## src/rtl/alu_sequencer.sv

```systemverilog
// Multi-cycle ALU control sequencer: accepts a command, loads operands,
// steps the datapath for the needed count and holds the result.
module alu_sequencer #(
    parameter int WIDTH = 32,
    parameter int SHW = $clog2(WIDTH)
) (
    input  logic           clk,
    input  logic           rst_n,
    input  logic           op_valid,
    output logic           op_ready,
    input  logic [3:0]     OP,
    input  logic [SHW-1:0] SHAMT,
    output logic           res_valid,
    input  logic           res_ready,
    input  logic           abort,
    output logic           CISEL,
    output logic           LA,
    output logic           LR,
    output logic [1:0]     BSEL,
    output logic [1:0]     OSEL,
    output logic [1:0]     LOP,
    output logic           acc_load,
    output logic           step_en,
    output logic           err,
    output logic           busy
);

    localparam int CW = SHW + 1;

    typedef enum logic [1:0] {IDLE, LOAD, RUN, DONE} state_t;

    typedef struct packed {
        logic       cisel;
        logic       la;
        logic       lr;
        logic [1:0] bsel;
        logic [1:0] osel;
        logic [1:0] lop;
    } ctl_t;

    function automatic ctl_t decode(input logic [3:0] op);
        ctl_t c;
        c = '0;
        unique case (op)
            4'd1: begin
                c.bsel  = 2'b01;
                c.cisel = 1'b1;
            end
            4'd2: begin
                c.la   = 1'b1;
                c.osel = 2'b01;
            end
            4'd3: begin
                c.lr   = 1'b1;
                c.osel = 2'b01;
            end
            4'd4: c.osel = 2'b01;
            4'd5: begin
                c.osel = 2'b10;
                c.lop  = 2'b01;
            end
            4'd6: c.osel = 2'b10;
            4'd7: begin
                c.osel = 2'b10;
                c.lop  = 2'b10;
            end
            4'd8: c.osel = 2'b11;
            default: c = '0;
        endcase
        return c;
    endfunction

    function automatic logic [CW-1:0] steps(input logic [3:0] op,
                                            input logic [SHW-1:0] sh);
        logic [CW-1:0] n;
        unique case (op)
            4'd2, 4'd3, 4'd4: n = {1'b0, sh};
            4'd8:             n = CW'(WIDTH);
            default:          n = CW'(1);
        endcase
        return n;
    endfunction

    state_t         state;
    logic [3:0]     op_r;
    logic [SHW-1:0] shamt_r;
    logic [CW-1:0]  cnt;
    logic [CW-1:0]  load_cnt;
    logic           rdy_q;
    logic           ld_q;
    logic           st_q;
    logic           rv_q;
    logic           err_q;
    ctl_t           ctl;

    assign load_cnt = steps(op_r, shamt_r);

    always_ff @(posedge clk or negedge rst_n) begin
        if (!rst_n) begin
            state   <= IDLE;
            op_r    <= '0;
            shamt_r <= '0;
            cnt     <= '0;
            rdy_q   <= 1'b0;
            ld_q    <= 1'b0;
            st_q    <= 1'b0;
            rv_q    <= 1'b0;
            err_q   <= 1'b0;
        end else if (state != IDLE && abort) begin
            state <= IDLE;
            cnt   <= '0;
            rdy_q <= 1'b1;
            ld_q  <= 1'b0;
            st_q  <= 1'b0;
            rv_q  <= 1'b0;
            err_q <= 1'b0;
        end else begin
            ld_q <= 1'b0;
            st_q <= 1'b0;
            unique case (state)
                IDLE: begin
                    rdy_q <= 1'b1;
                    if (op_valid && rdy_q) begin
                        op_r    <= OP;
                        shamt_r <= SHAMT;
                        rdy_q   <= 1'b0;
                        if (OP <= 4'd8) begin
                            state <= LOAD;
                            ld_q  <= 1'b1;
                        end else begin
                            state <= DONE;
                            rv_q  <= 1'b1;
                            err_q <= 1'b1;
                        end
                    end
                end
                LOAD: begin
                    cnt <= load_cnt;
                    if (load_cnt == '0) begin
                        state <= DONE;
                        rv_q  <= 1'b1;
                    end else begin
                        state <= RUN;
                        st_q  <= 1'b1;
                    end
                end
                RUN: begin
                    cnt <= cnt - CW'(1);
                    if (cnt == CW'(1)) begin
                        state <= DONE;
                        rv_q  <= 1'b1;
                    end else begin
                        st_q <= 1'b1;
                    end
                end
                DONE: begin
                    if (res_ready) begin
                        state <= IDLE;
                        rv_q  <= 1'b0;
                        err_q <= 1'b0;
                        rdy_q <= 1'b1;
                    end
                end
                default: state <= IDLE;
            endcase
        end
    end

    // abort squashes strobes and the result in the very cycle it is seen
    assign acc_load  = ld_q & ~abort;
    assign step_en   = st_q & ~abort;
    assign res_valid = rv_q & ~abort;
    assign op_ready  = rdy_q;
    assign err       = err_q;
    assign busy      = (state != IDLE);

    assign ctl = (state == IDLE) ? '0 : decode(op_r);
    assign CISEL = ctl.cisel;
    assign LA    = ctl.la;
    assign LR    = ctl.lr;
    assign BSEL  = ctl.bsel;
    assign OSEL  = ctl.osel;
    assign LOP   = ctl.lop;

endmodule

```

## config.mk

```make
export PLATFORM = sky130hd
export DESIGN_NAME = alu_sequencer
export DESIGN_NICKNAME = d
export VERILOG_FILES = /design/src/rtl/alu_sequencer.sv
export SDC_FILE = /design/constraint.sdc
export NUM_CORES = 1
export LEC_CHECK = 0
export ABC_AREA = 0
export BUFFER_PORTS_ARGS = -buffer_cell sky130_fd_sc_hd__buf_2
export CORE_ASPECT_RATIO = 0.8
export CORE_MARGIN = 3
export CORE_UTILIZATION = 35
export DETAILED_ROUTE_END_ITERATION = 7
export GPL_ROUTABILITY_DRIVEN = 0
export PLACE_DENSITY = 0.64
export SYNTH_ARGS = -nofsm -noshare
export SYNTH_HDL_FRONTEND = slang
export SYNTH_SLANG_ARGS = --single-unit
```

## constraint.sdc

```tcl
create_clock -name clk -period 1.8 [get_ports clk]
set_clock_uncertainty 0.05 [all_clocks]
set_input_delay 0.09 -clock clk [delete_from_list [all_inputs] [get_ports clk]]
set_output_delay 0.09 -clock clk [all_outputs]
set_load 0.01 [all_outputs]
```

After elaboration in Yosys (flattened, before gate mapping):

Cells that the tools add are included.

* reductions and logical operators: 14
* $lt $le $gt $ge: 1
* div/mod/pow operators: 0
* bitwise operators: 5
* multipliers: 0
* eq/ne operators: 17
* mux-type cells: 38
* add/subtract/negate cells: 1
* shift-type cells: 0

Operators by type and width (count)
* $pmux 6 s2: 2
* $mux 1: 22
* $eq 4x3->1 const B: 4
* $ne 3x3->1 const B: 5
* $mux 2: 5
* $mux 9: 1
* $eq 4x2->1 const B: 2
* $pmux 2 s4: 1
* $eq 6x1->1 const B: 1
* $logic_not 6->1: 1
* $mux 6: 1
* $pmux 1 s2: 3
* $pmux 2 s3: 1
* $reduce_and 3->1: 2
* $reduce_bool 3->1: 2
* $reduce_or 3->1: 2
* $sub 6x1->6 const B: 1
* $reduce_and 5->1: 1
* $eq 2x2->1 const B: 2
* $eq 4x1->1 const B: 1
* $eq 4x4->1 const B: 1
* $le 4x4->1 const B: 1
* $pmux 1 s4: 1
* $pmux 2 s2: 1
* other kinds (8): 12

* memories: 0
* bits in read-only memories: 0
* latch bits: 0
* RAM bits: 0
* bits in registers: 22

Logic depth before layout (Yosys ltp):

* word-level depth: 7
* mapped depth: 7
* depth with buffers taken out: 7

Worst setup path before layout:

OpenSTA, ideal clock, no wires.

* path type: register -> register
* start: register op_r[1]
* end: register rv_q
* path buffers: 1
* setup slack: -0.167 ns
* data required time: 1.621 ns
* arrival time: 1.788 ns
* cell stages (with the launch flop): 7
* cell sequence: dfrtp_1 > buf_6 > or4b_4 > and2_4 > o311a_4 > o31ai_1 > o21ai_1

* longest elaborated chain between the ends: 6

Ends and longest elaborated chain
* from (decl): line 85 `logic [3:0] op_r;`
* from (signal assigned): line 101 `op_r <= '0;`
* from (signal assigned): line 124 `op_r <= OP;`
* $eq 4x2->1 or $eq 4x3->1 (tied branches): line 76 `unique case (op)`
* $reduce_or 3->1 (no line)
* $pmux 6 s2 (*): line 76
* $logic_not 6->1 (*): line 139 `if (load_cnt == '0) begin`
* $ne 3x3->1 (no line) (*)
* $reduce_and 5->1 (no line) (*)
* to (signal assigned): line 141 `rv_q <= 1'b1;`
* to (signal assigned): line 151 `rv_q <= 1'b1;`
* to (signal assigned): line 159 `rv_q <= 1'b0;`
* to (decl): line 92 `logic rv_q;`

Mark *: on every way between the ends. The rest lies on a longest branch, timed or not.
A chain may end at the register's enable or synchronous reset.

Final worst setup path:

* start: register op_r[3]
* end: register rv_q

Same word-level chain as after synthesis.

==> reports/results.tsv <==
stage	metric	value	unit
yosys	synthCells	143	
worst_hold_path	hp-class	primary input to flop	
cts	clk_latency	270	ps
yosys	synth_fa_ha_area_frac	0.0553	
sta	hold_violations	0	
cts	clock-sinks	22	
global_route	grt_max_degree	23	
sta	worst_slew_pin_slew	514	ps
sta	slew_viol_final	0	
yosys	yosysWarnings	0	
yosys	synth_seq_area_share	0.406	
die	dieArea	4670	sq um
global_route	grt-ovfl-total	0	
sta	fin_crit_sh	1.03	
power_and_ir_drop	pwr_density_cell	1860	nW/um^2
routing	wl_per_cell	14.2	microns
power_and_ir_drop	leakagePower	0.000910	uW
cts	clockBufferDepth	2	
status	violations	setup timing	
yosys	synth_cell_types	42	
worst_setup_path	rrSetupSlack	-60	ps
global_route	grt.total_usage	0.161	
worst_setup_path	critPathLaunchType	flop	
final_layout	drive_gt1_frac	0.468	
power_and_ir_drop	power	3620	uW
yosys	synthesis.area	1360	sq um
final_layout	layout_common_cells	30 x buf_4, 27 x buf_2, 22 x dfrtp_1, 15 x nor2_1, 10 x mux2_2	
yosys	synth.area.mux_share	0.0829	
routing	num_vias	1291	
die	start_util	0.381	
yosys	syn_avg_cell_area	9.49	sq um
sta	rsz0062_at_grt	true	
worst_setup_path	critical_path.max_fanout	6	
final_layout	syn_to_final_growth	43.6	%
placed_design	dp_hpwl	2600	microns
routing	firstDrtPassIters	4	
worst_setup_path	path_class	flop to flop	
global_route	grt_pass1_vias	1252	
status	status	complete, but fails checks	
cts	cts.reportedPaths.clkPinSlew	80	ps
die	fp.dieW	75.6	microns
final_layout	nFillCells	329	
final_layout	layout.nets	226	
final_layout	antenna_cells	0	
yosys	synthXorXnorAreaFrac	0.00645	
global_route	grt_pass1_wl	5670	microns
die	fp.coreArea	3570	sq um
cts	cts_buffers	3	
job	max-cap-violations	0	
die	die_h	61.7	microns
placed_design	port_buffers	27	
die	ios	29	
routing	ant_nets	0	
final_layout	final_common_cell	buf_4	
routing	first_iter_violations	50	
routing	routed_wl	3520	microns
yosys	synth_compound_area_frac	0.202	
worst_setup_path	cp_data_required_time	1910	ps
yosys	syn_nets	163	
cts	root_buffer	clkbuf_8	
routing	routed_via_density	5.23	
sta	setup-violations-final	4	
yosys	synth-seq-cells	22	
cts	cts_tree	done	
worst_setup_path	cp_data_arrival_time	1970	ps
sta	fmax	0.537	GHz
die	num_rows	19	
yosys	synth-simple-area-share	0.195	
sta	max_slew_margin	0.658	
sta	finalWorstSetupSlack	-60.8	ps
sta	tns	-128	ps
sta	fin_crit	1860	ps
power_and_ir_drop	peakVddDrop	0.850	mV
cts	htreeDepth	1	
worst_setup_path	worst_setup_path_end_kind	flop	
global_route	antenna_found_initial	0	
routing	drc	0	
yosys	synth_top_family_by_area	compound AO/OA/AOI/OAI gates	
==> state kept, by name, indices dropped and copies added, names as in the netlist <==
name and flops:
shamt_r 5, rv_q 1, ld_q 1, cnt 6, st_q 1, op_r 4
state 2, op_ready 1, err 1
==> synth_stat cells <==
cell / count / share of area
dfrtp_1: 22 / 0.41
o311ai_0: 1 / 0.0065
nand2_1: 9 / 0.025
nor2_1: 16 / 0.044
a31o_2: 1 / 0.0065
a31oi_1: 3 / 0.014
or3_1: 1 / 0.0046
ha_1: 6 / 0.055
buf_4: 2 / 0.011
xor2_1: 1 / 0.0065
nor3b_1: 3 / 0.017
or4_1: 2 / 0.011
or3b_1: 1 / 0.0065
nor3_1: 4 / 0.015
and3_1: 2 / 0.0092
o211ai_1: 1 / 0.0055
o31a_1: 1 / 0.0065
or4b_1: 1 / 0.0074
o221ai_1: 2 / 0.013
a211oi_2: 1 / 0.0092
o32ai_1: 1 / 0.0065
o311a_4: 1 / 0.016
o31ai_1: 1 / 0.0055
a221oi_1: 1 / 0.0065
nor2b_1: 5 / 0.023
mux2_2: 10 / 0.083
clkbuf_1: 2 / 0.0055
a22o_1: 2 / 0.013
or4b_4: 1 / 0.010
a21oi_1: 7 / 0.026
o21a_1: 1 / 0.0055
a41oi_1: 1 / 0.0065
o22ai_1: 2 / 0.0092
nand2b_1: 2 / 0.0092
o21ai_1: 6 / 0.022
and2_4: 1 / 0.0065
conb_1: 1 / 0.0028
inv_1: 9 / 0.025
buf_6: 1 / 0.0083
o21ai_0: 5 / 0.018
nand3_1: 2 / 0.0074
a2111oi_0: 1 / 0.0065
==> area by class of cell <==
| type | count | area, sq um | area share |
|---|---|---|---|
| clock buffers | 4 | 55.1 | 0.0282 |
| flip-flops and latches | 22 | 551 | 0.282 |
| repair buffers | 63 | 423 | 0.217 |
| inverters | 9 | 33.8 | 0.0173 |
| well taps | 42 | 52.6 | 0.0270 |
| multi-input cells | 107 | 835 | 0.428 |
==> metal layers <==
layer  vias up  wire length [microns]  global-route usage  part of all wire
met3         3                    152              0.0402             0.043
met5         -                      0                   0                 0
li1        645                      -                   -                 -
met4         0                     27              0.0299            0.0077
met2        30                   1750               0.273              0.50
met1       613                   1580               0.212              0.45
==> power breakdown <==
part	internal, uW	leakage (uW)	switching (uW)
Combinational	1230	0.000610	1130
Clock	196	0.0000288	176
Sequential	716	0.000271	172
==> worst max-delay path: stages (launching register included) <==
cell     delay [ps]
dfrtp_1         400
buf_6           130
or3b_4          380
and2_4          190
o311a_4         330
o31ai_4         160
o21ai_1         100
==> cell families (layout without fill, tap and decap cells) <==
group,after synthesis,in the layout
simple gates,50,50
compound gates,39,39
flops,22,22
buf+inv,14,76
mux,10,10
fa+ha+maj,6,6
other cells,1,1
xor+xnor,1,1
==> stage by stage <==
stage | instances | area (sq um) | util | hold WS, ps | setup WS [ps]
floorplan | 143 | 1370 | - | -256 | -102
global placement | 233 | 1720 | 0.481 | 38.2 | -57.0
detailed placement | 233 | 1720 | 0.481 | 45.7 | -97.6
CTS | 246 | 1890 | 0.529 | 1.93 | -56.3
global route | 247 | 1950 | 0.547 | -0.751 | -123
finish | 247 | 1950 | 0.547 | 1.54 | -60.8
==> timing repair <==
action                     in CTS  in global routing
setup endpoints to repair       9                 13
pin swaps                       8                  5
setup buffers                   6                  0
hold buffers                    3                  1
hold endpoints to repair       24                  1
resized for setup              11                 13
==> path summary, 6_finish.rpt <==
path / startpoint / cells after the start / end
min in group asynchronous: rst_n / 2 / cnt[2]$_DFFE_PN0P_
hold / removal: SHAMT[2] / 2 / shamt_r[2]$_DFFE_PN0P_
hold reg to reg: cnt[5]$_DFFE_PN0P_ / 2 / cnt[5]$_DFFE_PN0P_
setup reg to reg: op_r[3]$_DFFE_PN0P_ / 6 / rv_q$_DFFE_PN0P_
setup / recovery: op_r[3]$_DFFE_PN0P_ / 6 / rv_q$_DFFE_PN0P_
max in group asynchronous: rst_n / 2 / op_r[3]$_DFFE_PN0P_
Power figures use the tool's default switching activity.
